===== config.mk =====
export PLATFORM = sky130hd
export DESIGN_NAME = dfs_drp_sequencer
export DESIGN_NICKNAME = d
export VERILOG_FILES = /design/src/rtl/dfs_drp_sequencer.sv
export SDC_FILE = /design/constraint.sdc
export NUM_CORES = 1
export LEC_CHECK = 0
export BUFFER_PORTS_ARGS = -buffer_cell sky130_fd_sc_hd__buf_2
export CORE_MARGIN = 2
export CORE_UTILIZATION = 50
export CTS_BUF_LIST = sky130_fd_sc_hd__clkbuf_4 sky130_fd_sc_hd__clkbuf_8
export DETAILED_ROUTE_END_ITERATION = 8
export PLACE_DENSITY = 0.88
export SLEW_MARGIN = 30
export SYNTH_ARGS = -nofsm -noshare
export SYNTH_HDL_FRONTEND = slang
export SYNTH_SLANG_ARGS = --single-unit

===== constraint.sdc =====
create_clock -name clk -period 7 [get_ports clk]
set_clock_uncertainty 0.15 [all_clocks]
set_input_delay 1.4 -clock clk [delete_from_list [all_inputs] [get_ports clk]]
set_output_delay 1.4 -clock clk [all_outputs]
set_load 0.02 [all_outputs]

===== src/rtl/dfs_drp_sequencer.sv =====
// DFS reprogramming sequencer: walks a block of configuration ROM words and issues one DRP write per word.
// It holds the MMCM in reset while writing, then releases it and waits for a synchronised LOCKED.
module dfs_drp_sequencer #(
  parameter int ADDR_WIDTH   = 10,
  parameter int DATA_WIDTH   = 36,
  parameter int WORDS_LOG2   = 4,
  parameter int IDX_WIDTH    = 6,
  parameter int DRP_TIMEOUT  = 255,
  parameter int LOCK_TIMEOUT = 65535
) (
  input  logic                  clk,
  input  logic                  reset_n,
  input  logic                  req_valid_i,
  input  logic [IDX_WIDTH-1:0]  req_idx_i,
  output logic                  req_ready_o,
  output logic [ADDR_WIDTH-1:0] rom_addr_o,
  output logic                  rom_en_o,
  input  logic [DATA_WIDTH-1:0] rom_data_i,
  output logic [6:0]            drp_daddr_o,
  output logic [15:0]           drp_di_o,
  output logic                  drp_den_o,
  output logic                  drp_dwe_o,
  input  logic                  drp_drdy_i,
  output logic                  mmcm_rst_o,
  input  logic                  mmcm_locked_i,
  output logic [IDX_WIDTH-1:0]  cur_idx_o,
  output logic                  done_o,
  output logic                  error_o
);

  typedef enum logic [3:0] {
    S_IDLE, S_HOLD, S_RD, S_RWAIT, S_WR, S_DWAIT, S_RELEASE, S_LOCK, S_DONE
  } state_t;

  localparam logic [15:0] DRP_LIM  = 16'(DRP_TIMEOUT - 1);
  localparam logic [15:0] LOCK_LIM = 16'(LOCK_TIMEOUT - 1);
  localparam logic [WORDS_LOG2-1:0] WORD_MAX = '1;

  state_t                  state_q, state_d;
  logic [IDX_WIDTH-1:0]    idx_q, idx_d;
  logic [WORDS_LOG2-1:0]   word_cnt_q, word_cnt_d;
  logic [15:0]             timer_q, timer_d;
  logic                    last_q, last_d;
  logic                    lock_meta_q, lock_sync_q;
  logic                    req_ready_q, req_ready_d;
  logic [ADDR_WIDTH-1:0]   rom_addr_q, rom_addr_d;
  logic                    rom_en_q, rom_en_d;
  logic [6:0]              daddr_q, daddr_d;
  logic [15:0]             di_q, di_d;
  logic                    den_q, den_d;
  logic                    mmcm_rst_q, mmcm_rst_d;
  logic [IDX_WIDTH-1:0]    cur_idx_q, cur_idx_d;
  logic                    done_q, done_d;
  logic                    error_q, error_d;
  logic                    unused_rom_bits;

  // Bits between the DRP address field and the terminator flag carry no meaning here.
  assign unused_rom_bits = ^rom_data_i[DATA_WIDTH-2:23];

  always_comb begin
    state_d    = state_q;
    idx_d      = idx_q;
    word_cnt_d = word_cnt_q;
    last_d     = last_q;
    daddr_d    = daddr_q;
    di_d       = di_q;
    cur_idx_d  = cur_idx_q;
    error_d    = error_q;
    timer_d    = (timer_q == 16'hFFFF) ? timer_q : timer_q + 16'd1;

    case (state_q)
      S_IDLE: begin
        if (req_valid_i) begin
          idx_d      = req_idx_i;
          error_d    = 1'b0;
          word_cnt_d = '0;
          state_d    = (req_idx_i == cur_idx_q && !error_q) ? S_DONE : S_HOLD;
        end
      end
      S_HOLD:  state_d = S_RD;
      S_RD:    state_d = S_RWAIT;
      S_RWAIT: begin
        last_d  = rom_data_i[DATA_WIDTH-1];
        daddr_d = rom_data_i[22:16];
        di_d    = rom_data_i[15:0];
        state_d = S_WR;
      end
      S_WR:    state_d = S_DWAIT;
      S_DWAIT: begin
        if (drp_drdy_i) begin
          if (last_q) begin
            state_d = S_RELEASE;
          end else if (word_cnt_q == WORD_MAX) begin
            error_d = 1'b1;
            state_d = S_RELEASE;
          end else begin
            word_cnt_d = word_cnt_q + 1'b1;
            state_d    = S_RD;
          end
        end else if (timer_q >= DRP_LIM) begin
          error_d = 1'b1;
          state_d = S_RELEASE;
        end
      end
      S_RELEASE: state_d = error_q ? S_DONE : S_LOCK;
      S_LOCK: begin
        if (lock_sync_q) begin
          cur_idx_d = idx_q;
          state_d   = S_DONE;
        end else if (timer_q >= LOCK_LIM) begin
          error_d = 1'b1;
          state_d = S_DONE;
        end
      end
      S_DONE:  state_d = S_IDLE;
      default: state_d = S_IDLE;
    endcase

    if (state_d != state_q) timer_d = '0;

    // Outputs are decoded from the next state so they line up with the state register.
    req_ready_d = (state_d == S_IDLE);
    rom_en_d    = (state_d == S_RD);
    rom_addr_d  = (state_d == S_RD) ? {idx_d, word_cnt_d} : rom_addr_q;
    den_d       = (state_d == S_WR);
    mmcm_rst_d  = (state_d == S_HOLD) || (state_d == S_RD) || (state_d == S_RWAIT) ||
                  (state_d == S_WR) || (state_d == S_DWAIT);
    done_d      = (state_d == S_DONE);
  end

  always_ff @(posedge clk or negedge reset_n) begin
    if (!reset_n) begin
      state_q     <= S_IDLE;
      idx_q       <= '0;
      word_cnt_q  <= '0;
      timer_q     <= '0;
      last_q      <= 1'b0;
      lock_meta_q <= 1'b0;
      lock_sync_q <= 1'b0;
      req_ready_q <= 1'b1;
      rom_addr_q  <= '0;
      rom_en_q    <= 1'b0;
      daddr_q     <= '0;
      di_q        <= '0;
      den_q       <= 1'b0;
      mmcm_rst_q  <= 1'b0;
      cur_idx_q   <= '0;
      done_q      <= 1'b0;
      error_q     <= 1'b0;
    end else begin
      state_q     <= state_d;
      idx_q       <= idx_d;
      word_cnt_q  <= word_cnt_d;
      timer_q     <= timer_d;
      last_q      <= last_d;
      lock_meta_q <= mmcm_locked_i;
      lock_sync_q <= lock_meta_q;
      req_ready_q <= req_ready_d;
      rom_addr_q  <= rom_addr_d;
      rom_en_q    <= rom_en_d;
      daddr_q     <= daddr_d;
      di_q        <= di_d;
      den_q       <= den_d;
      mmcm_rst_q  <= mmcm_rst_d;
      cur_idx_q   <= cur_idx_d;
      done_q      <= done_d;
      error_q     <= error_d;
    end
  end

  assign req_ready_o = req_ready_q;
  assign rom_addr_o  = rom_addr_q;
  assign rom_en_o    = rom_en_q;
  assign drp_daddr_o = daddr_q;
  assign drp_di_o    = di_q;
  assign drp_den_o   = den_q;
  assign drp_dwe_o   = den_q;
  assign mmcm_rst_o  = mmcm_rst_q;
  assign cur_idx_o   = cur_idx_q;
  assign done_o      = done_q;
  assign error_o     = error_q;

endmodule

==> flow_summary.toml, run 1 <==
[synth]
synthSimpleGateAreaFrac_pct = 19.6
syn-mean-instance-area_sq_um = 12.5
ys_types = 52
synth.net_count = 345
synth_top_family_by_area = "simple AND/OR/NAND/NOR gates"
synth_top_area_cell = "dfrtp_1"
synth_compound_area_share_pct = 4.84
seq_area_frac_synth_pct = 53.2
yosysTopAreaCellShare_pct = 52.5
syn_area_sq_um = 3670
synth_area_leaders = "dfrtp_1 52%, mux2_2 10%, xor2_1 4.1%"
synthMuxAreaShare_pct = 13.8
synth_xor_area_share_pct = 4.53
synth_seq_cells = 78
async_reset_ff_share_pct = 100
synth_edf_count = 0
synth-warning-count = 0
netlist_instances = 295
synthAdderAreaFrac_pct = 1.02
synth-main-ff-cell = "dfrtp_1"

[worst_setup_path]
r2r_cells = 6
path_depth = 6
reg2reg_to = "rom_addr_o[9]"
startpoint_type = "input port"
crit_path_end = "rom_addr_o[9]"
path_delay_family = "simple AND/OR/NAND/NOR gates"
slowest_stage = "nor3b_4"
max_stage_delay_ps = 730
startpoint = "drp_drdy_i"
worstPathCellList = "buf_2 > nand3b_1 > a21oi_1 > or3b_1 > nor3b_4 > mux2_2"
crit_type = "in -> reg"
critPathBufInv = 1
crit_required_ps = 7090
critPathCaptureType = "flip-flop"
cp_data_arrival_time_ps = 3460
regToRegSetupSlack_ps = 3720
cp_max_fo = 11
rr_startpoint = "state_q[0]"

[sta]
finalCriticalPeriod_ps = 3370
fin_tns_setup_ps = 0
grt_setup_unrepaired = "false"
holdWs_ps = 213
finalCritPeriodShare_pct = 48.2
worst_pin_slew_ps = 817
setup_viol = 0
fmax_mhz = 296
final_hold_viol_count = 0
fin_ws_ps = 3630
maxSlewHeadroom_pct = 45.5
slew_violations = 0

[floorplanning]
die_w_microns = 89.7
ios = 93
dieArea_sq_um = 8050
die_y_microns = 89.7
core_sq_um = 7180
row_count = 31
initial_core_util_pct = 51.2

[power]
p_leak_nw = 2.06
ir_drop_uv = 266
cellPowerDensity_nw_per_um2 = 434

[placement]
gp_congestion = 0.813
pre_cts_ws_ps = 3300
placedCellCount = 463
hpwl_mm = 5.12
io_buffers = 80

[final_layout]
area_growth_pct = 17.3
stdcell_count = 478
num-nets-final = 425
layout_commonest_cell = "buf_2"
multiInputGateArea_sq_um = 1610
drive_above_1_share_pct = 42.0
fillers = 554
antenna_cells = 0
seqCellArea_sq_um = 1950
mostFrequentLayoutCells = "79 x buf_2, 77 x dfrtp_1, 33 x mux2_2"

[outcome]
run_status = "finished, final reports clean"

[hold_path]
min_path_type = "reg -> reg"

[detailed_routing]
antenna_left = 0
routedWlPerCell_microns = 15.7
finalWirelength_mm = 7.52
drt_iter0_markers = 194
drc = 0
viasPerCell = 5.48
first_pass_iters = 5
vias = 2620

[clocking]
clk_pin_slew_ps = 80
clockBufferDepth = 2
clk_latency_ps = 350
cts_tree = "built"
postCtsSetupBuffers = 0
cts_hold_buf = 0
cts_buffers = 9
ctsHtreeMaxLevel = 3
cts_resized = 0
cts_sinks = 78
clockRootBuffer = "clkbuf_8"

[global_route]
antenna_found_initial = 0
grt_max_degree = 79
grt_remaining_overflow = 0
grt_pass1_wl_mm = 12.8
grt_use_total_pct = 19.9
first_global_vias = 2655

[job]
cap_violations = 0
==> how the worst min path moves through the flow <==
stage	start	cells past startpoint	to	slack, ps
floorplan	lock_meta_q	0	lock_sync_q	180
global placement	lock_meta_q	0	lock_sync_q	180
detailed placement	lock_meta_q	0	lock_sync_q	200
CTS	lock_meta_q	0	lock_sync_q	210
global route	lock_meta_q	0	lock_sync_q	220
finish	lock_meta_q	0	lock_sync_q	210
==> area by class of cell <==
type	instances	share of cell area, %
Timing Repair Buffer	80	9.44
Clock buffer	10	3.05
Sequential cell	78	45.3
Clock inverter	5	1.39
Multi-Input combinational cell	200	37.4
Tap cell	99	2.88
Inverter	6	0.523
==> Yosys cell counts, types with 2 or more instances <==
library cell / count
mux2_2: 33
nand2b_1: 2
mux2_4: 9
buf_1: 2
nor2_1: 17
and2_1: 2
and4_1: 2
nand4_1: 8
nor2_4: 10
and3_1: 3
nand2_1: 26
xnor2_1: 2
inv_1: 6
nor3_1: 6
a21oi_1: 5
nand3_1: 16
nor4_4: 2
ha_1: 3
dfrtp_1: 77
a211oi_1: 5
nor4_1: 3
nor2b_1: 2
buf_6: 2
xor2_1: 17
and3b_1: 2
nand3b_1: 3
o21ai_0: 3
clkbuf_1: 3
==> flip-flops by register name, summed over array words and instances, names as in the netlist, 4 cells and up <==
register     flops
cur_idx_o        6
drp_di_o        16
word_cnt_q       4
state_q          4
idx_q            6
rom_addr_o      10
drp_daddr_o      7
timer_q         16
==> layer usage <==
| metal | part of all wire (%) | wire length, microns | track usage (%) |
|---|---|---|---|
| met5 | 0 | 0 | 0 |
| met4 | 2.2 | 163 | 8.97 |
| met3 | 6.3 | 473 | 5.62 |
| met2 | 51 | 3840 | 32.7 |
| met1 | 40 | 3040 | 24.7 |
==> report_power, final <==
part | switching, mW | total, mW | internal [mW]
logic | 0.465 | 0.808 | 0.343
clock network | 0.163 | 0.331 | 0.168
registers | 0.118 | 0.729 | 0.611
==> through the flow <==
step / power [mW] / cell area, sq um / utilization [%]
after floorplan: 1.36 / 3670 / -
after global placement: 1.50 / 4110 / 57.3
after detailed placement: 1.54 / 4110 / 57.3
after CTS: 1.88 / 4300 / 60.0
after global routing: 1.98 / 4310 / 60.0
final: 1.87 / 4310 / 60.0
==> cells by family (layout without fill, tap and decap cells) <==
logic type,after synthesis,after routing
and+or+nand+nor,113,113
DFF,78,78
muxes,42,42
AOI/OAI and AO/OA,23,23
xor gates and xnor gates,19,19
buffers and inverters,17,101
adders and majority gates,3,3
Note: power is estimated with default switching activity, not from simulation.
==> run 2, diff against run 1 <==
PLACE_DENSITY = 0.91   (was 0.88)
clock period = 3.1 ns   (was 7 ns; I/O delays follow)
==> run 2 against run 1 <==
Against the previous run:
- worst setup slack lost 3500 ps
- cell count grew 0.84%
- sequential share of layout area shrank 0.092 points
- clock-buffer cell count is the same
- core utilization grew 0.12 points
- die area is the same
- routed wire length shrank 4.5%
- cell area grew 0.20%
- first-iteration DRC count shrank 31%
==> flow_summary.toml, run 2 (synthesis results as in run 1) <==
[clocking]
cts_resized = 0
clk_pin_slew_ps = 80
clk_latency_ps = 360
cts_sinks = 78
clockBufferDepth = 2
ctsHtreeMaxLevel = 3
clockRootBuffer = "clkbuf_8"
cts_tree = "built"
cts_buffers = 9
postCtsSetupBuffers = 0
cts_hold_buf = 0

[final_layout]
drive_above_1_share_pct = 42.3
seqCellArea_sq_um = 1950
layout_commonest_cell = "buf_2"
multiInputGateArea_sq_um = 1610
antenna_cells = 0
num-nets-final = 428
final_area_sq_um = 4320
stdcell_count = 482
fillers = 587
area_growth_pct = 17.5
mostFrequentLayoutCells = "79 x buf_2, 77 x dfrtp_1, 33 x mux2_2"

[sta]
final_hold_viol_count = 0
fmax_mhz = 339
fin_tns_setup_ps = 0
grt_setup_unrepaired = "false"
slew_violations = 0
maxSlewHeadroom_pct = 46.2
finalCriticalPeriod_ps = 2950
worst_pin_slew_ps = 805
holdWs_ps = 122
finalCritPeriodShare_pct = 95.3
setup_viol = 0

[floorplanning]
core_sq_um = 7180
ios = 93
initial_core_util_pct = 51.2
row_count = 31
die_w_microns = 89.7
dieArea_sq_um = 8050
die_y_microns = 89.7

[global_route]
antenna_found_initial = 0
grt_use_total_pct = 18.9
grt_pass1_wl_mm = 12.4
first_global_vias = 2625
grt_remaining_overflow = 0
grt_max_degree = 79

[placement]
placed_area_sq_um = 4130
placedCellCount = 466
gp_congestion = 0.861
io_buffers = 80
hpwl_mm = 5.09

[detailed_routing]
viasPerCell = 5.36
first_pass_iters = 4
drt_iter0_markers = 134
antenna_left = 0
routedWlPerCell_microns = 14.9
vias = 2582
drc = 0
finalWirelength_mm = 7.18

[worst_setup_path]
crit_type = "reg -> reg"
crit_required_ps = 3190
startpoint_type = "flip-flop"
worstPathCellList = "nand4_1 > nor4_4 > nor3_2 > or3b_1 > nor3b_4 > mux2_2"
critPathCaptureType = "flip-flop"
cp_data_arrival_time_ps = 3050
slowest_stage = "nor3b_4"
cp_max_fo = 11
max_stage_delay_ps = 720

[outcome]
run_status = "finished, final reports clean"

[hold_path]
min_path_type = "in -> async"

[job]
cap_violations = 0

[power]
p_leak_nw = 2.07
ir_drop_uv = 558
cellPowerDensity_nw_per_um2 = 966
fin_total_pwr_mw = 4.17
==> run 2: path summary, 6_finish.rpt <==
kind	startpoint	to	slack (ps)	cells after the start
worst max-delay path	timer_q[4]	rom_addr_o[9]	150	6
worst min-delay path	reset_n	drp_di_o[10]	120	1
worst max register to register	timer_q[4]	rom_addr_o[9]	150	6
worst min register to register	lock_meta_q	lock_sync_q	200	0
max in group asynchronous	reset_n	timer_q[8]	2210	1
min in group clk	lock_meta_q	lock_sync_q	200	0
==> run 2: area by class of cell <==
class / instances / share of cell area (%)
multi-input cells: 200 / 37.3
repair buffers: 83 / 9.94
clock buffers: 10 / 3.04
well taps: 99 / 2.87
clock inverters: 6 / 1.10
flip-flops and latches: 78 / 45.2
inverters: 6 / 0.522
==> run 2: report_power, final <==
| part | internal [mW] | switching (mW) | total (mW) | leakage [nW] |
|---|---|---|---|---|
| registers | 1.38 | 0.252 | 1.63 | 0.994 |
| logic | 0.788 | 1.06 | 1.84 | 0.984 |
| clock network | 0.306 | 0.385 | 0.691 | 0.0955 |
| total | 2.47 | 1.69 | 4.17 | 2.07 |
==> run 2: worst max-delay path: cells and delay by family, from the launching register on <==
family / cells / cell delay, ps
and+or+nand+nor: 5 / 1830
muxes: 1 / 410
DFF: 1 / 450
==> run 2: per-layer routing <==
metal / share of wire (%) / track usage (%) / vias to the layer above
met5: 0 / 0 / -
met4: 1.6 / 6.54 / 0
met3: 6.7 / 5.62 / 14
met2: 48 / 30.6 / 88
met1: 44 / 24.5 / 1262
li1: - / - / 1218
==> run 2: per-stage QoR <==
step | util (%) | setup slack, ps
after floorplan | - | 542
final | 60.2 | 146
after global routing | 60.2 | 29.8
after CTS | 60.1 | 160
after detailed placement | 57.6 | 192
after global placement | 57.6 | 263
==> run 3, diff against run 2 <==
CAP_MARGIN = 5   (was default)
CORE_UTILIZATION = 48   (was 50)
CTS_BUF_LIST = sky130_fd_sc_hd__clkbuf_16   (was sky130_fd_sc_hd__clkbuf_4 sky130_fd_sc_hd__clkbuf_8)
PLACE_DENSITY = 0.88   (was 0.91)
SLEW_MARGIN = 0   (was 30)
==> run 3 against run 2 <==
Against the previous run:
- die area rose by 4.0%
- worst setup slack improved by 64 ps
- cell area rose by 2.0%
- critical path type unchanged
- critical endpoint unchanged
==> flow_summary.toml, run 3 (synthesis results as in run 1) <==
[outcome]
run_status = "finished, final reports clean"

[final_layout]
layout_commonest_cell = "buf_2"
multiInputGateArea_sq_um = 1610
fillers = 597
area_growth_pct = 19.8
num-nets-final = 427
mostFrequentLayoutCells = "79 x buf_2, 77 x dfrtp_1, 33 x mux2_2"
antenna_cells = 0
drive_above_1_share_pct = 41.9
seqCellArea_sq_um = 1950

[floorplanning]
row_count = 31
initial_core_util_pct = 50.1
dieArea_sq_um = 8370
ios = 93
die_y_microns = 91.5
core_sq_um = 7330
die_w_microns = 91.5

[global_route]
grt_max_degree = 79
grt_remaining_overflow = 0
grt_pass1_wl_mm = 12.4
first_global_vias = 2561
antenna_found_initial = 0
grt_use_total_pct = 18.6

[worst_setup_path]
crit_required_ps = 3170
path_delay_family = "simple AND/OR/NAND/NOR gates"
regToRegSetupSlack_ps = 210
reg2reg_to = "rom_addr_o[9]"
cp_data_arrival_time_ps = 2960
max_stage_delay_ps = 670
crit_type = "reg -> reg"
startpoint_type = "flip-flop"
rr_startpoint = "timer_q[8]"
critPathBufInv = 0
worstPathCellList = "nand4_4 > nor4_4 > nor3_2 > or3b_1 > nor3b_4 > mux2_2"
critPathCaptureType = "flip-flop"
r2r_cells = 6
cp_max_fo = 11
slowest_stage = "nor3b_4"

[detailed_routing]
vias = 2604
drt_iter0_markers = 210
antenna_left = 0
finalWirelength_mm = 7.16
first_pass_iters = 4
routedWlPerCell_microns = 14.9
viasPerCell = 5.41
drc = 0

[clocking]
cts_tree = "built"
clockBufferDepth = 2
clockRootBuffer = "clkbuf_16"
postCtsSetupBuffers = 0
cts_resized = 0
cts_sinks = 78
clk_latency_ps = 330
cts_buffers = 9
clk_pin_slew_ps = 60
ctsHtreeMaxLevel = 3

[power]
p_switching_mw = 1.71
clkPwrFrac_pct = 22.0
internal-power_mw = 2.71
comb_power_share_pct = 41.1
p_seq_share_pct = 36.9
ir_drop_uv = 582
p_leak_nw = 2.10
switching_share_pct = 38.7
cellPowerDensity_nw_per_um2 = 1000

[placement]
io_buffers = 80
gp_congestion = 0.854
hpwl_mm = 4.85
pre_cts_ws_ps = 205

[hold_path]
min_from = "lock_meta_q"
hold-path-cell-count = 0
min_path_type = "reg -> reg"
min_to = "lock_sync_q"

[sta]
setup_viol = 0
fmax_mhz = 346
slew_violations = 0
maxSlewHeadroom_pct = 35.8
finalCritPeriodShare_pct = 93.2
worst_pin_slew_ps = 963
finalCriticalPeriod_ps = 2890
fin_ws_ps = 210
grt_setup_unrepaired = "false"
final_hold_viol_count = 0
fin_tns_setup_ps = 0

[job]
cap_violations = 0
run 3: power groups by stage:
stage | Clock [mW] | Combinational, mW | Sequential, mW
after floorplan | 0 | 1.16 | 1.92
after global placement | 0 | 1.78 | 1.62
after detailed placement | 0 | 1.83 | 1.64
after CTS | 0.986 | 1.84 | 1.63
after global routing | 1.03 | 1.96 | 1.68
final | 0.970 | 1.81 | 1.63
run 3: how the worst max path moves through the flow:
| stage | start | to | cells past startpoint |
|---|---|---|---|
| 5_1_grt | timer_q[12] | rom_addr_o[9] | 6 |
| 2_1_floorplan | req_idx_i[3] | timer_q[11] | 7 |
| 4_1_cts | timer_q[9] | rom_addr_o[9] | 6 |
| 3_5_place_dp | timer_q[8] | rom_addr_o[9] | 6 |
| 6_report | timer_q[8] | rom_addr_o[9] | 6 |
| 3_3_place_gp | timer_q[8] | rom_addr_o[9] | 6 |
run 3: repair_timing:
| item | in CTS | in global routing |
|---|---|---|
| endpoints found under the hold margin | 0 | 0 |
| endpoints found under the setup margin | 0 | 1 |
| hold buffers | 0 | 0 |
run 3: final cells by class:
| type | count | area share (%) |
|---|---|---|
| Clock buffer | 9 | 5.12 |
| Clock inverter | 7 | 1.14 |
| Inverter | 6 | 0.512 |
| Multi-Input combinational cell | 200 | 36.6 |
| Sequential cell | 78 | 44.4 |
| Tap cell | 99 | 2.81 |
| Timing Repair Buffer | 82 | 9.49 |
run 3: metrics by stage:
step	total power [mW]	util [%]	hold slack, ps	cell area [sq um]	cells
after floorplan	3.07	-	174	3670	295
after global placement	3.40	56.3	190	4130	465
after detailed placement	3.47	56.3	195	4130	465
after CTS	4.46	60.0	209	4400	481
after global routing	4.67	60.0	215	4400	481
final	4.41	60.0	206	4400	481
run 3: per-layer routing:
metal / routed length [microns] / part of all wire (%) / track usage [%] / vias up
met5: 0 / 0 / 0 / -
met4: 177 / 2.5 / 9.85 / 0
met3: 471 / 6.6 / 4.32 / 18
met2: 3420 / 48 / 28.7 / 102
met1: 3090 / 43 / 24.5 / 1275
li1: - / - / - / 1209
